File: src/rtl/simd_wb_merge.sv
// Writeback merge stage ahead of the SIMD FP register file write port.
// Folds scalar results into free lanes of SIMD row writes and buffers the rest in a small FIFO.
module simd_wb_merge #(
    parameter  int width_p       = 33,
    parameter  int els_p         = 32,
    parameter  int buf_els_p     = 2,
    localparam int addr_width_lp = $clog2(els_p)
) (
    input  logic                          clk_i,
    input  logic                          reset_n_i,
    input  logic                          scalar_v_i,
    input  logic [addr_width_lp-1:0]      scalar_addr_i,
    input  logic [width_p-1:0]            scalar_data_i,
    output logic                          scalar_ready_o,
    input  logic                          simd_v_i,
    input  logic [addr_width_lp-1:0]      simd_addr_i,
    input  logic [3:0]                    simd_mask_i,
    input  logic [3:0][width_p-1:0]       simd_data_i,
    output logic                          simd_ready_o,
    output logic [3:0]                    w_v_o,
    output logic [addr_width_lp-1:0]      w_addr_o,
    output logic [3:0][width_p-1:0]       w_data_o
);

    localparam int ptr_w_lp = (buf_els_p > 1) ? $clog2(buf_els_p) : 1;
    localparam int cnt_w_lp = $clog2(buf_els_p + 1);

    logic [addr_width_lp-1:0] fifo_addr_q [buf_els_p];
    logic [width_p-1:0]       fifo_data_q [buf_els_p];
    logic [buf_els_p-1:0]     fifo_vld_q;
    logic [ptr_w_lp-1:0]      rd_ptr_q, rd_ptr_d, wr_ptr_q, wr_ptr_d;
    logic [cnt_w_lp-1:0]      count_q, count_d;

    logic [3:0]               w_v_q, w_v_d;
    logic [addr_width_lp-1:0] w_addr_q, w_addr_d;
    logic [3:0][width_p-1:0]  w_data_q, w_data_d;

    logic                     full_s, empty_s, hazard_s;
    logic                     cand_v_s, cand_issue_s, simd_acc_s, scalar_acc_s;
    logic                     push_s, pop_s;
    logic [addr_width_lp-1:0] cand_addr_s;
    logic [width_p-1:0]       cand_data_s;
    logic                     unused_s;

    function automatic logic [ptr_w_lp-1:0] ptr_inc(input logic [ptr_w_lp-1:0] p);
        if (p == ptr_w_lp'(buf_els_p - 1)) begin
            return {ptr_w_lp{1'b0}};
        end else begin
            return p + ptr_w_lp'(1);
        end
    endfunction

    assign unused_s = ^simd_addr_i[1:0];

    // Readiness, hazard detection, scalar candidate selection and issue decision.
    always_comb begin
        full_s   = (count_q == cnt_w_lp'(buf_els_p));
        empty_s  = (count_q == {cnt_w_lp{1'b0}});
        hazard_s = 1'b0;
        for (int i = 0; i < buf_els_p; i++) begin
            if (fifo_vld_q[i] && (fifo_addr_q[i][addr_width_lp-1:2] == simd_addr_i[addr_width_lp-1:2])
                && simd_mask_i[fifo_addr_q[i][1:0]]) begin
                hazard_s = 1'b1;
            end else begin
                hazard_s = hazard_s;
            end
        end
        if (scalar_v_i && (scalar_addr_i[addr_width_lp-1:2] == simd_addr_i[addr_width_lp-1:2])
            && simd_mask_i[scalar_addr_i[1:0]]) begin
            hazard_s = 1'b1;
        end else begin
            hazard_s = hazard_s;
        end

        scalar_ready_o = ~full_s;
        simd_ready_o   = ~full_s & ~hazard_s;
        simd_acc_s     = simd_v_i & simd_ready_o;
        scalar_acc_s   = scalar_v_i & ~full_s;

        // FIFO head is always older than the live input, so it wins candidacy.
        if (!empty_s) begin
            cand_v_s    = 1'b1;
            cand_addr_s = fifo_addr_q[rd_ptr_q];
            cand_data_s = fifo_data_q[rd_ptr_q];
        end else begin
            cand_v_s    = scalar_v_i;
            cand_addr_s = scalar_addr_i;
            cand_data_s = scalar_data_i;
        end

        w_v_d        = 4'b0000;
        w_addr_d     = w_addr_q;
        w_data_d     = w_data_q;
        cand_issue_s = 1'b0;
        if (simd_acc_s) begin
            w_v_d    = simd_mask_i;
            w_addr_d = {simd_addr_i[addr_width_lp-1:2], 2'b00};
            w_data_d = simd_data_i;
            if (cand_v_s && (cand_addr_s[addr_width_lp-1:2] == simd_addr_i[addr_width_lp-1:2])
                && !simd_mask_i[cand_addr_s[1:0]]) begin
                w_v_d[cand_addr_s[1:0]]    = 1'b1;
                w_data_d[cand_addr_s[1:0]] = cand_data_s;
                cand_issue_s               = 1'b1;
            end else begin
                cand_issue_s = 1'b0;
            end
        end else if (cand_v_s) begin
            w_v_d[cand_addr_s[1:0]]    = 1'b1;
            w_addr_d                   = {cand_addr_s[addr_width_lp-1:2], 2'b00};
            w_data_d[cand_addr_s[1:0]] = cand_data_s;
            cand_issue_s               = 1'b1;
        end else begin
            w_v_d = 4'b0000;
        end

        pop_s  = cand_issue_s & ~empty_s;
        push_s = scalar_acc_s & ~(cand_issue_s & empty_s);

        rd_ptr_d = pop_s  ? ptr_inc(rd_ptr_q) : rd_ptr_q;
        wr_ptr_d = push_s ? ptr_inc(wr_ptr_q) : wr_ptr_q;
        if (push_s && !pop_s) begin
            count_d = count_q + cnt_w_lp'(1);
        end else if (pop_s && !push_s) begin
            count_d = count_q - cnt_w_lp'(1);
        end else begin
            count_d = count_q;
        end
    end

    // FIFO storage, pointers and the registered write port.
    always_ff @(posedge clk_i or negedge reset_n_i) begin
        if (!reset_n_i) begin
            for (int i = 0; i < buf_els_p; i++) begin
                fifo_addr_q[i] <= {addr_width_lp{1'b0}};
                fifo_data_q[i] <= {width_p{1'b0}};
            end
            fifo_vld_q <= {buf_els_p{1'b0}};
            rd_ptr_q   <= {ptr_w_lp{1'b0}};
            wr_ptr_q   <= {ptr_w_lp{1'b0}};
            count_q    <= {cnt_w_lp{1'b0}};
            w_v_q      <= 4'b0000;
            w_addr_q   <= {addr_width_lp{1'b0}};
            w_data_q   <= {(4*width_p){1'b0}};
        end else begin
            if (pop_s) begin
                fifo_vld_q[rd_ptr_q] <= 1'b0;
            end else begin
                fifo_vld_q[rd_ptr_q] <= fifo_vld_q[rd_ptr_q];
            end
            if (push_s) begin
                fifo_addr_q[wr_ptr_q] <= scalar_addr_i;
                fifo_data_q[wr_ptr_q] <= scalar_data_i;
                fifo_vld_q[wr_ptr_q]  <= 1'b1;
            end else begin
                fifo_addr_q[wr_ptr_q] <= fifo_addr_q[wr_ptr_q];
            end
            rd_ptr_q <= rd_ptr_d;
            wr_ptr_q <= wr_ptr_d;
            count_q  <= count_d;
            w_v_q    <= w_v_d;
            // Address and data only move when something is actually written.
            if (w_v_d != 4'b0000) begin
                w_addr_q <= w_addr_d;
                w_data_q <= w_data_d;
            end else begin
                w_addr_q <= w_addr_q;
                w_data_q <= w_data_q;
            end
        end
    end

    assign w_v_o    = w_v_q;
    assign w_addr_o = w_addr_q;
    assign w_data_o = w_data_q;

endmodule

File: config.mk
export PLATFORM = sky130hd
export DESIGN_NAME = simd_wb_merge
export DESIGN_NICKNAME = d
export VERILOG_FILES = /design/src/rtl/simd_wb_merge.sv
export SDC_FILE = /design/constraint.sdc
export NUM_CORES = 1
export LEC_CHECK = 0
export CAP_MARGIN = 20
export CELL_PAD_IN_SITES_DETAIL_PLACEMENT = 0
export CELL_PAD_IN_SITES_GLOBAL_PLACEMENT = 1
export CORE_MARGIN = 5
export CORE_UTILIZATION = 34
export DETAILED_ROUTE_END_ITERATION = 8
export GPL_ROUTABILITY_DRIVEN = 0
export GPL_TIMING_DRIVEN = 0
export PLACE_DENSITY_LB_ADDON = 0.1
export SETUP_SLACK_MARGIN = 0.2
export SLEW_MARGIN = 10
export SYNTH_ARGS = -nofsm -noshare
export SYNTH_HDL_FRONTEND = slang
export SYNTH_SLANG_ARGS = --single-unit
File: constraint.sdc
create_clock -name clk_i -period 3 [get_ports clk_i]
set_clock_uncertainty 0.15 [all_clocks]
set_input_delay 0.6 -clock clk_i [delete_from_list [all_inputs] [get_ports clk_i]]
set_output_delay 0.6 -clock clk_i [all_outputs]
set_load 0.01 [all_outputs]
**After elaboration in Yosys (flattened, before gate mapping)**

Cells that the tools add are included.

- Add/subtract/negate cells: 4
- Magnitude comparators: 12
- Equality and inequality tests: 5
- Multiplexer cells: 61
- Bitwise logic cells: 16
- Reduce and logical (&&, ||, !) cells: 22

Operators with widths:

| kind | number |
|---|---|
| 132-bit two-way mux | 3 |
| 132-bit bitwise mux | 2 |
| 33-bit two-way mux | 6 |
| 66-bit bitwise mux | 1 |
| 33-bit demux with 2-bit select | 1 |
| 5-bit two-way mux | 10 |
| 33-bit demux with 1-bit select | 1 |
| 10-bit bitwise mux | 2 |
| 1-bit two-way mux | 18 |
| 1-bit logical AND | 14 |
| 3-bit == test | 4 |
| 2-bit by 3-bit less-than comparator with 1-bit output (second input constant) | 4 |
| 4-bit two-way mux | 3 |
| 10-bit two-way mux | 1 |
| 1-bit binary-select mux with 2-bit select | 4 |
| 2-bit two-way mux | 4 |
| 1-bit AND | 6 |
| 5-bit demux with 1-bit select | 1 |
| 2-bit greater-or-equal comparator (second input constant) | 2 |
| 1-bit by 2-bit less-than comparator with 1-bit output (second input constant) | 2 |
| 1-bit inverter | 4 |
| 1-bit inverter with 2-bit output | 2 |
| 4-bit bitwise OR | 1 |
| 2-bit nonzero test | 2 |
| other kinds (17) | 22 |

- Register bits: 223
- Bits of input ports: 183
- Output and inout bits: 143
- Logic and storage cells: 134

**Depth between registers and ports, before layout**

Gate-level depths: netlist of run 1.

- Depth in word-level cells: 18
- Gate-level depth with buffers: 12

**Worst setup path after synthesis of run 1**

Ideal clock, no wire load.

- Path kind: input port to flip-flop
- From: input port scalar_addr_i[0]
- To: register fifo_data_q[56] in the netlist's numbering
- Setup time: 0.125 ns
- Arrival: 2.677 ns
- Setup slack: 0.048 ns
- Stages: 8
- Path buffers: 2
- Cell sequence: or3b_2 -> a32oi_1 -> nor4_4 -> o31ai_2 -> and3b_4 -> buf_6 -> buf_6 -> mux2_4

- Cells in the longest elaborated chain, start to end: 11
- Elaborated cells between the ends (all ways): 17
- Classes of those cells: 8 x mux; 6 x bitwise; 3 x reduce/logical

Ends and longest elaborated chain:

| what | RTL line | RTL |
|---|---|---|
| start, declared | 12 | `input logic [addr_width_lp-1:0] scalar_addr_i,` |
| 1-bit binary-select mux with 2-bit select | 69 | `&& simd_mask_i[scalar_addr_i[1:0]]) begin` |
| 1-bit two-way mux (implied by the code) | 69 |  |
| 1-bit logical AND | 69 |  |
| 1-bit two-way mux | 68 | `if (scalar_v_i && (scalar_addr_i[addr_width_lp-1:2] == simd_addr_i[addr_width_lp-1:2])` |
| 1-bit inverter | 76 | `simd_ready_o = ~full_s & ~hazard_s;` |
| 1-bit AND | 76 |  |
| 1-bit AND | 77 | `simd_acc_s = simd_v_i & simd_ready_o;` |
| 1-bit two-way mux (*) | 95 | `if (simd_acc_s) begin` |
| 1-bit AND (*) | 117 | `push_s = scalar_acc_s & ~(cand_issue_s & empty_s);` |
| 1-bit inverter (*) | 117 |  |
| 1-bit AND (*) | 117 |  |
| end signal, assigned by index | 135 | `fifo_data_q[i] <= {width_p{1'b0}};` |
| end signal, assigned by index | 152 | `fifo_data_q[wr_ptr_q] <= scalar_data_i;` |
| end, declared | 29 | `logic [width_p-1:0] fifo_data_q [buf_els_p];` |

Mark *: on every way between the ends. The rest lies on a longest branch, timed or not. The select of a mux whose other input is x is not followed.
A chain may end at the register's enable or synchronous reset.

**Worst setup path in the final report of run 1**

- From: register rd_ptr_q
- To: register w_data_q (netlist bit w_data_o[61])

- Cells in the longest elaborated chain, start to end: 14
- Elaborated cells between the ends (all ways): 33
- Classes of those cells: 2 x order compare; 1 x eq/ne; 22 x mux; 2 x bitwise; 6 x reduce/logical

Ends and longest elaborated chain:

| what | RTL line | RTL |
|---|---|---|
| start, declared | 31 | `logic [ptr_w_lp-1:0] rd_ptr_q, rd_ptr_d, wr_ptr_q, wr_ptr_d;` |
| start signal, assigned | 138 | `rd_ptr_q <= {ptr_w_lp{1'b0}};` |
| start signal, assigned | 157 | `rd_ptr_q <= rd_ptr_d;` |
| 1-bit inverter with 2-bit output (implied by the code) (*) | 83, 84 |  |
| 5-bit two-way mux (implied by the code) (3 in series) | 83 | `cand_addr_s = fifo_addr_q[rd_ptr_q];` |
| 5-bit two-way mux | 81 | `if (!empty_s) begin` |
| 2-bit by 3-bit less-than comparator with 1-bit output (implied by the code) / 2-bit by 1-bit greater-or-equal comparator with 1-bit output (equally long branches) | -- |  |
| 1-bit logical AND (implied by the code) | -- |  |
| 1-bit two-way mux (implied by the code) | 101, 108 |  |
| 1-bit demux with 2-bit select | 101, 108 |  |
| 4-bit bitwise OR (no source line) | -- |  |
| 4-bit two-way mux | 99 | `if (cand_v_s && (cand_addr_s[addr_width_lp-1:2] == simd_addr_i[addr_width_lp-1:2])` |
| 4-bit two-way mux | 95 |  |
| 4-bit nonzero test | 162 | `if (w_v_d != 4'b0000) begin` |
| 2-bit AND reduction (no source line) | -- |  |
| end signal, assigned | 143 | `w_data_q <= {(4*width_p){1'b0}};` |
| end signal, assigned | 164 | `w_data_q <= w_data_d;` |
| end signal, assigned | 167 | `w_data_q <= w_data_q;` |
| end, declared | 36 | `logic [3:0][width_p-1:0] w_data_q, w_data_d;` |

Marked as above.

==> run_results.csv, run 1 <==
group,metric,value,unit
cells_and_area,multi_input_comb_area,6190,sq um
pwr,pwr-share-comb,0.653,
clocking,cts_buffer_depth,3,
routing,viasPerCell,5.26,
setup_path,slowest_delay,0.39,ns
routing,antenna_left,0,
cells_and_area,final_util,0.583,
setup_path,critPathMostFrequentCell,"buf_12",
hold_path,hold_path_depth,3,
clocking,clk_pin_slew,0.06,ns
sta,hold_violations,0,
routing,drt-initial-drc-count,376,
cells_and_area,nFillCells,2618,
hold_path,min_from,"simd_addr_i[2]",
die,core,31700,sq um
run_status,failed_checks,"negative setup slack",
sta,rsz0062_at_grt,"yes",
pwr,clkPwrFrac,0.136,
routing,drt-total-wl,44.7,mm
yosys,netlist_area,11000,sq um
setup_path,path_class,"reg -> reg",
sta,relSlewSlack,0.430,
run_status,status,"finished with violations",
routing,firstDrtPassIters,7,
clocking,cts.sinks,221,
sta,drv_slew,0,
pwr,irDropWorstVdd,0.620,mV
setup_path,arrival,3.33,ns
die,num_rows,65,
pwr,internal-power,15000,uW
yosys,ys_ff_latch,221,
pwr,switching_share,0.378,
die,die_height,190,microns
yosys,synth_edf_count,0,
grt,globalRoute.totalOverflow,0,
clocking,cts-root-buf,"clkbuf_16",
yosys,postSynthAreaPerCell,12.9,sq um
routing,wl_per_cell,26.0,microns
cells_and_area,seqCellArea,5530,sq um
sta,tightest_slew,0.852,ns
clocking,htreeDepth,1,
setup_path,end_kind,"flop",
clocking,clock_latency,0.54,ns
setup_path,slowest_stage,"o31a_2",
job,drv_cap,0,
yosys,synth_cells,849,
pwr,p_per_area,1300,nW/um^2
die,dieArea,36000,sq um
grt,first_global_vias,10007,
yosys,yosysWarnings,0,
hold_path,hold_path.class,"in -> reg",
routing,num_vias,9055,
cells_and_area,final_nets,1478,
clocking,cts_tree,"built",
clocking,cts_buffers,28,
yosys,ys_types,52,
yosys,yosysSeqAreaShare,0.503,
sta,final.min_clock_period,3.06,ns
sta,fmax,0.327,GHz
cells_and_area,layout_commonest_cell,"clkdlybuf4s50_1",
pwr,p_leak,0.00810,uW
placement,port_buffers,317,
placement,pre_cts_ws,-1.36,ns
sta,fin_crit_sh,1.02,
die,initial_core_util,0.347,
yosys,synthArstFlopShare,1.00,
pwr,switchingPower,9090,uW
setup_path,r2r_cells,13,
grt,grt_max_degree,99,
grt,antenna_found_initial,8,
setup_path,path_max_fanout,5,
grt,grt_pass1_wl,65.4,mm
die,ios,326,
setup_path,critPathLaunch,"rd_ptr_q$_DFFE_PN0P_",
yosys,synthFlopType,"dfrtp_1",
sta,setup_violations,98,
setup_path,crit_required,3.27,ns
setup_path,worst_setup_path_start_kind,"flop",
setup_path,r2r-start,"rd_ptr_q$_DFFE_PN0P_",
cells_and_area,drive_gt1_frac,0.363,
grt,grt_util_all_layers,0.237,
cells_and_area,area_growth_syn_to_layout,68.3,%
placement,dp_hpwl,29.0,mm
routing,remaining_drc_errors,0,
setup_path,crit_chain,"buf_6 -> mux2i_4 -> xnor2_2 -> o31a_2 -> nor4_4 -> buf_4 -> o21ai_4 -> buf_12 -> o31ai_4 -> buf_6 -> buf_12 -> buf_12 -> mux2_4",
sta,setup_slack,-0.0594,ns
pwr,seqPwrFrac,0.211,
die,die_w,190,microns
cells_and_area,layout.cells.most_common_list,"307 x clkdlybuf4s50_1, 221 x dfrtp_1, 206 x mux2_4, 131 x o2bb2ai_1, 45 x buf_4",
-- cell type report --
type | count | share of cell area
multi-input cells | 556 | 0.334
flip-flops and latches | 221 | 0.299
well taps | 402 | 0.0272
clock buffers | 40 | 0.0447
clock inverters | 11 | 0.00318
repair buffers | 415 | 0.246
diodes | 4 | 0.000541
plain buffers | 68 | 0.0442
inverters | 4 | 0.000812
-- flip-flops by register name, indices dropped and copies added, names as in the netlist --
signal and count:
w_addr_o 3, w_data_o 132, wr_ptr_q 1, w_v_o 4, fifo_addr_q 10, rd_ptr_q 1, fifo_vld_q 2, count_q 2
fifo_data_q 66
-- power by group through the flow --
stage	clock (uW)	combinational [uW]	sequential [uW]
after floorplan	0	5930	5250
after global placement	0	10300	5020
after detailed placement	0	10400	5040
after CTS	3330	14800	5040
after global routing	3480	16500	5230
final	3260	15700	5080
-- synth_stat cells, types with 2 or more instances --
library cell  instances  area [sq um]
nor3_1                2          10.0
nor2_1               41           154
mux2_4               18           270
nand2_1              14          52.6
and3_1                3          18.8
nor4_1                3          18.8
mux2_2              190          2140
nand2b_1              3          18.8
a21o_1                4          30.0
or2_2                 2          12.5
buf_6                 6          67.6
mux2i_1              42           420
buf_1                 4          15.0
buf_2                14          70.1
o2bb2ai_1           132          1160
xnor2_1              12           105
a21oi_1              42           210
mux4_2                3          67.6
clkbuf_1             31           116
dfrtp_1             221          5530
and4_1                3          26.3
o31ai_2               5          62.6
inv_1                 4          15.0
o21ai_0               5          25.0
xor2_1                4          35.0
buf_4                14           105
a31oi_1               2          12.5
-- what timing repair did --
item / in CTS / in global routing
endpoints found under the hold margin: 38 / 0
hold buffers: 1 / 0
buffers inserted: 59 / 18
pin swaps: 21 / 16
cloned: 12 / 5
endpoints found under the setup margin: 219 / 217
gates resized for setup: 359 / 76
-- kinds of logic (layout without fill, tap and decap cells) --
group | count (synthesis) | in the layout | synth area share
AND/OR/NAND/NOR | 83 | 83 | 0.0385
XOR/XNOR | 16 | 16 | 0.0128
adder cells (fa/ha/maj) | 1 | 1 | 0.00114
flip-flops | 221 | 221 | 0.503
buffers and inverters | 73 | 538 | 0.0354
AO/OA/AOI/OAI | 199 | 199 | 0.143
other | 1 | 6 | 0.000341
multiplexers | 255 | 255 | 0.266
-- stage by stage --
| step | instance area [sq um] | cells | TNS, ns | hold WS (ns) | total power [uW] |
|---|---|---|---|---|---|
| after floorplan | 11000 | 850 | 0 | 0.154 | 11200 |
| after global placement | 14700 | 1569 | -2224.12 | 0.323 | 15400 |
| after detailed placement | 14800 | 1572 | -211.46 | 0.331 | 15400 |
| after CTS | 17900 | 1694 | 0 | 0.251 | 23200 |
| after global routing | 18500 | 1721 | -13.77 | 0.296 | 25300 |
| final | 18500 | 1721 | -3.34 | 0.277 | 24100 |
-- routing by layer --
metal | up-vias | GRT usage | part of all wire
met5 | - | 0 | 0.0011
met4 | 8 | 0.0518 | 0.014
met3 | 52 | 0.0701 | 0.070
met2 | 282 | 0.384 | 0.47
met1 | 4621 | 0.316 | 0.45
li1 | 4092 | - | -
-- worst max-delay path: cells and delay by family (launching register included) --
kind / cells / cell delay [ns]
buf+inv: 6 / 0.92
compound gates: 3 / 0.52
mux: 2 / 0.49
flops: 1 / 0.37
simple gates: 1 / 0.33
xor+xnor: 1 / 0.15
-- path summary, 6_finish.rpt --
kind                                              to  slack [ns]
setup / recovery            w_data_o[61]$_DFFE_PN0P_       -0.06
hold / removal               w_addr_o[2]$_DFFE_PN0P_        0.28
setup reg to reg            w_data_o[61]$_DFFE_PN0P_       -0.06
hold reg to reg                 wr_ptr_q$_DFFE_PN0P_        0.34
max in group asynchronous  w_data_o[116]$_DFFE_PN0P_        1.46
min in group asynchronous   w_data_o[37]$_DFFE_PN0P_        0.41
Power figures use the tool's default switching activity.
==> run 2, diff against run 1 <==
--- a/config.mk
+++ b/config.mk
@@ -6,7 +6,7 @@
 export NUM_CORES = 1
 export LEC_CHECK = 0
 export CAP_MARGIN = 20
-export CELL_PAD_IN_SITES_DETAIL_PLACEMENT = 0
+export CELL_PAD_IN_SITES_DETAIL_PLACEMENT = 1
 export CELL_PAD_IN_SITES_GLOBAL_PLACEMENT = 1
 export CORE_MARGIN = 5
 export CORE_UTILIZATION = 34
==> run_results.csv, run 2 (synthesis results as in run 1) <==
group,metric,value,unit
run_status,status,"finished with violations",
run_status,failed_checks,"negative setup slack",
job,drv_cap,0,
sta,fmax,0.329,GHz
hold_path,hold_path.class,"in -> reg",
setup_path,worst_setup_path_start_kind,"flop",
sta,tns,-0.536,ns
pwr,irDropWorstVdd,0.504,mV
setup_path,end_kind,"flop",
sta,setup_slack,-0.0366,ns
setup_path,path_max_fanout,10,
grt,first_global_vias,10250,
grt,globalRoute.totalOverflow,0,
grt,grt_max_degree,99,
cells_and_area,multi_input_comb_area,5990,sq um
grt,grt_util_all_layers,0.243,
clocking,cts_tree,"built",
cells_and_area,area_growth_syn_to_layout,61.3,%
cells_and_area,drive_gt1_frac,0.344,
setup_path,crit_chain,"buf_6 -> or2_4 -> buf_6 -> a21o_4 -> and3_4 -> nor4_4 -> buf_4 -> o21ai_4 -> o31ai_4 -> buf_12 -> buf_12 -> mux2_2",
sta,setup_violations,52,
clocking,cts_buffers,27,
clocking,cts.sinks,221,
clocking,cts_buffer_depth,3,
placement,dp_hpwl,30.3,mm
routing,firstDrtPassIters,4,
clocking,cts-root-buf,"clkbuf_16",
sta,rsz0062_at_grt,"yes",
clocking,htreeDepth,1,
cells_and_area,seqCellArea,5530,sq um
routing,antenna_left,0,
die,dieArea,36000,sq um
setup_path,path_class,"reg -> reg",
sta,relSlewSlack,0.438,
routing,drt-total-wl,45.8,mm
cells_and_area,largest_register_ffs,132,
die,core,31700,sq um
sta,fin_crit_sh,1.01,
setup_path,slowest_delay,0.38,ns
cells_and_area,layout.cells.most_common_list,"306 x clkdlybuf4s50_1, 221 x dfrtp_1, 164 x mux2_4, 129 x o2bb2ai_1, 45 x mux2_2",
routing,viasPerCell,5.37,
routing,remaining_drc_errors,0,
setup_path,crit_required,3.26,ns
sta,tightest_slew,0.840,ns
die,die_height,190,microns
grt,antenna_found_initial,5,
setup_path,arrival,3.30,ns
setup_path,crit_family,"buffers and inverters",
pwr,p_per_area,1280,nW/um^2
routing,num_vias,9019,
clocking,clk_pin_slew,0.06,ns
die,die_w,190,microns
cells_and_area,layout_commonest_cell,"clkdlybuf4s50_1",
routing,wl_per_cell,27.2,microns
die,initial_core_util,0.347,
sta,hold_violations,0,
pwr,p_leak,0.00768,uW
die,ios,326,
placement,port_buffers,317,
setup_path,critical_path_buf_inv_count,5,
routing,drt-initial-drc-count,333,
grt,grt_pass1_wl,67.2,mm
cells_and_area,nFillCells,3147,
clocking,clock_latency,0.54,ns
die,num_rows,65,
setup_path,slowest_stage,"dfrtp_1",
cells_and_area,final_nets,1451,
sta,drv_slew,0,
pwr,power,22800,uW
sta,final.min_clock_period,3.04,ns
[run 2: cell types whose count changed in the layout (fill, tap and decap cells not counted), moves of 4 or more]
cell,previous run,this run
mux2_2,3,45
mux2_4,206,164
buf_12,34,26
clkbuf_16,36,30
buf_6,28,23
clkbuf_8,12,8
clkinv_2,10,6
[run 2: final cells by class]
type	instances	area share
antenna	1	0.000141
multi-input combinational	556	0.338
timing repair buffer	390	0.234
sequential	221	0.312
inverter	4	0.000847
clock inverter	7	0.00339
tap	402	0.0284
clock buffer	33	0.0411
buffer	67	0.0422
[run 2: path summary, 6_finish.rpt]
check                                   startpoint  slack, ns  cells past startpoint                          end
setup / recovery            count_q[0]$_DFFE_PN0P_      -0.04                     12     w_data_o[21]$_DFFE_PN0P_
min in group asynchronous                reset_n_i       0.40                      2   fifo_addr_q[3]$_DFFE_PN0P_
max in group asynchronous                reset_n_i       1.44                      3  fifo_data_q[47]$_DFFE_PN0P_
hold / removal                      simd_addr_i[2]       0.27                      3      w_addr_o[2]$_DFFE_PN0P_
setup reg to reg            count_q[0]$_DFFE_PN0P_      -0.04                     12     w_data_o[21]$_DFFE_PN0P_
hold reg to reg            fifo_vld_q[0]$_DFF_PN0_       0.35                      1      fifo_vld_q[0]$_DFF_PN0_
[run 2: per-layer routing]
metal | track usage | share of wire | vias to the layer above
met4 | 0.0445 | 0.018 | 8
met3 | 0.0629 | 0.063 | 51
met1 | 0.311 | 0.43 | 4694
li1 | - | - | 4012
met2 | 0.422 | 0.49 | 254
met5 | 0 | 0.0013 | -
[run 2: power by group]
part	internal, uW	switching, uW
Combinational	7810	6800
Sequential	4330	758
Clock	1770	1290
Total	13900	8850
[run 2: through the flow]
step | hold WS (ns) | utilization | instances | area [sq um] | worst slack [ns]
floorplan | 0.154 | - | 850 | 11000 | 0.192
global placement | 0.323 | 0.464 | 1569 | 14700 | -9.14
detailed placement | 0.333 | 0.466 | 1572 | 14800 | -1.36
CTS | 0.259 | 0.543 | 1667 | 17200 | 0.0448
global route | 0.288 | 0.559 | 1681 | 17700 | -0.122
finish | 0.270 | 0.559 | 1681 | 17700 | -0.0366
[run 2: worst min-delay path, stage by stage]
cell and delay, ns:
buf_6 0.10, mux2i_1 0.07, a21oi_1 0.13
[run 2: repair_timing]
action                     4_1_cts  5_1_grt
hold buffers                     1        0
buffers inserted                46       10
gates resized for setup        267      100
hold endpoints to repair        38        0
gates cloned                    10        3
setup endpoints to repair      219      219
pin swaps                       18        9
==> run 3, diff against run 2 <==
--- a/config.mk
+++ b/config.mk
@@ -5,15 +5,16 @@
 export SDC_FILE = /design/constraint.sdc
 export NUM_CORES = 1
 export LEC_CHECK = 0
+export ABC_AREA = 1
 export CAP_MARGIN = 20
 export CELL_PAD_IN_SITES_DETAIL_PLACEMENT = 1
 export CELL_PAD_IN_SITES_GLOBAL_PLACEMENT = 1
 export CORE_MARGIN = 5
-export CORE_UTILIZATION = 34
+export CORE_UTILIZATION = 31
 export DETAILED_ROUTE_END_ITERATION = 8
 export GPL_ROUTABILITY_DRIVEN = 0
 export GPL_TIMING_DRIVEN = 0
-export PLACE_DENSITY_LB_ADDON = 0.1
+export PLACE_DENSITY = 0.86
 export SETUP_SLACK_MARGIN = 0.2
 export SLEW_MARGIN = 10
 export SYNTH_ARGS = -nofsm -noshare
==> constraint.sdc (replaced) <==
create_clock -name clk_i -period 2.6 [get_ports clk_i]
set_clock_uncertainty 0.15 [all_clocks]
set_input_delay 0.52 -clock clk_i [delete_from_list [all_inputs] [get_ports clk_i]]
set_output_delay 0.52 -clock clk_i [all_outputs]
set_load 0.01 [all_outputs]
==> run_results.csv, run 3 <==
group,metric,value,unit
yosys,synth.area.top_cells,"dfrtp_1 45%, nand2_1 19%, nand3_1 17%, o21ai_0 2.8%, inv_1 2.3%",
yosys,yosysWarnings,0,
job,drv_cap,0,
yosys,ys_top_cells_by_count,"623 x nand2_1, 418 x nand3_1, 221 x dfrtp_1, 74 x inv_1, 67 x o21ai_0",
cells_and_area,design_area,20400,sq um
setup_path,end_kind,"flop",
setup_path,path_class,"in -> reg",
grt,globalRoute.totalOverflow,0,
clocking,htreeDepth,1,
sta,fin_crit_sh,1.12,
clocking,cts_buffer_depth,3,
cells_and_area,layout_commonest_cell,"nand2_1",
sta,fmax,0.345,GHz
sta,hold_violations,0,
cells_and_area,largest_register_ffs,132,
sta,final.min_clock_period,2.90,ns
setup_path,crit_required,2.92,ns
cells_and_area,layout.cells.most_common_list,"482 x nand2_1, 388 x nand3_1, 306 x clkdlybuf4s50_1, 218 x dfrtp_1, 107 x nand2_2",
sta,rsz0062_at_grt,"yes",
cells_and_area,final_nets,2355,
sta,setup_slack,-0.301,ns
clocking,cts-root-buf,"clkbuf_16",
routing,remaining_drc_errors,0,
placement,place_inst,2526,
routing,num_vias,15553,
cells_and_area,final_cells,2718,
placement,dp_hpwl,45.6,mm
setup_path,worst_setup_path_start_kind,"input port",
routing,drt-initial-drc-count,1241,
run_status,failed_checks,"negative setup slack",
setup_path,r2r_slack,-0.29,ns
sta,tightest_slew,1.21,ns
sta,relSlewSlack,0.183,
yosys,yosysSeqAreaShare,0.454,
yosys,post-synth-top-count-cell,"nand2_1",
placement,place_area,16200,sq um
clocking,cts.sinks,221,
clocking,clock_latency,0.57,ns
die,ios,326,
grt,grt_max_degree,107,
hold_path,hold_path.class,"in -> reg",
routing,viasPerCell,5.72,
pwr,irDropWorstVdd,0.775,mV
routing,firstDrtPassIters,5,
setup_path,arrival,3.22,ns
clocking,cts_tree,"built",
die,initial_core_util,0.314,
die,core,38700,sq um
sta,setup_violations,216,
grt,antenna_found_initial,9,
yosys,synthFlopType,"dfrtp_1",
die,die_w,208,microns
grt,first_global_vias,16668,
yosys,ys_types,30,
yosys,yosys.area.top_type,"dfrtp_1",
routing,wl_per_cell,27.1,microns
yosys,synthArstFlopShare,1.00,
cells_and_area,area_growth_syn_to_layout,67.3,%
clocking,clk_pin_slew,0.06,ns
die,dieArea,43300,sq um
setup_path,path_max_fanout,10,
cells_and_area,drive_gt1_frac,0.253,
sta,tns,-45.10,ns
yosys,postSynthAreaPerCell,7.24,sq um
sta,drv_slew,0,
yosys,synth_top_area_frac,0.454,
yosys,synth_edf_count,0,
placement,port_buffers,321,
pwr,p_leak,0.00982,uW
yosys,ys_ff_latch,221,
yosys,synth_cells,1681,
yosys,netlist_area,12200,sq um
clocking,cts_buffers,26,
grt,grt_pass1_wl,104,mm
routing,drt-total-wl,73.7,mm
die,die_height,208,microns
pwr,p_per_area,1680,nW/um^2
grt,grt_util_all_layers,0.309,
die,num_rows,72,
pwr,power,34100,uW
run_status,status,"finished with violations",
routing,antenna_left,0,
## run 3: cell types whose count changed after synthesis, sizes merged, moves of 19 or more
cell,before,now
nand2,14,630
mux2,209,0
o211ai,0,19
o2bb2ai,132,0
mux2i,43,0
o21ai,7,88
buf,38,59
a21oi,42,9
inv,4,85
o21a,0,28
nand3,1,424
clkbuf,31,64
## run 3: logic make-up after synthesis
family                   Yosys count  synth area share
AND/OR/NAND/NOR                 1095             0.394
flip-flops                       221             0.454
buffers and inverters            208            0.0738
AO/OA/AOI/OAI                    152            0.0742
XOR/XNOR                           3           0.00216
adder cells (fa/ha/maj)            1           0.00103
other                              1          0.000308
## run 3: final timing paths
path                            depth (start not counted)                     start                    endpoint
worst max register to register                         17      rd_ptr_q$_DFFE_PN0P_    w_data_o[86]$_DFFE_PN0P_
worst max-delay path                                   19            simd_addr_i[4]    w_data_o[86]$_DFFE_PN0P_
max in group asynchronous                               4                 reset_n_i      count_q[0]$_DFFE_PN0P_
worst min register to register                          2  w_data_o[36]$_DFFE_PN0P_    w_data_o[36]$_DFFE_PN0P_
worst min-delay path                                    3          scalar_addr_i[4]  fifo_addr_q[4]$_DFFE_PN0P_
min in group asynchronous                               2                 reset_n_i    w_data_o[79]$_DFFE_PN0P_
## run 3: report_power, final
part | switching (uW) | total (uW) | internal [uW]
Combinational | 14500 | 24300 | 9750
Sequential | 1060 | 6040 | 4980
Clock | 1630 | 3820 | 2190
## run 3: stage by stage
| step | worst slack [ns] | hold WS, ns | util |
|---|---|---|---|
| 2_1_floorplan | 0.202 | 0.0744 | - |
| 4_1_cts | -0.0194 | 0.289 | 0.506 |
| 6_report | -0.301 | 0.169 | 0.526 |
| 3_5_place_dp | -1.38 | 0.260 | 0.418 |
| 3_3_place_gp | -8.64 | 0.303 | 0.416 |
| 5_1_grt | -0.335 | 0.172 | 0.525 |
## run 3: worst max-delay path, stage by stage
cell	delay, ns
dlygate4sd2_1	0.40
inv_2	0.15
nand2_1	0.14
nand2_1	0.09
nor2_1	0.15
nand2_1	0.12
nor2_4	0.14
nor2_4	0.06
nand3_4	0.17
buf_8	0.16
o21ai_1	0.11
nand2_4	0.12
nand2_8	0.09
buf_12	0.14
o21ai_4	0.14
buf_12	0.19
buf_8	0.15
nand2_2	0.06
nand2_1	0.07
## run 3: timing repair
item	4_1_cts	5_1_grt
gates cloned	18	8
setup endpoints to repair	219	219
hold endpoints to repair	34	0
resized for setup	460	149
pin swaps	54	56
hold buffers	1	0
buffers inserted	96	12
## run 3: layer usage
| metal | track usage | vias to the layer above | wire length [microns] |
|---|---|---|---|
| met3 | 0.0559 | 328 | 5620 |
| li1 | - | 6514 | - |
| met1 | 0.365 | 7775 | 26700 |
| met2 | 0.534 | 934 | 36200 |
| met4 | 0.166 | 2 | 5150 |
| met5 | 0 | - | 13 |
## run 3: cell type report
cell class / count / area (sq um)
fillers: 4529 / 18400
multi-input cells: 1255 / 6960
flip-flops and latches: 221 / 5530
repair buffers: 459 / 4890
plain buffers: 123 / 1070
clock buffers: 38 / 787
well taps: 518 / 648
inverters: 85 / 360
clock inverters: 8 / 78.8
diodes: 11 / 27.5
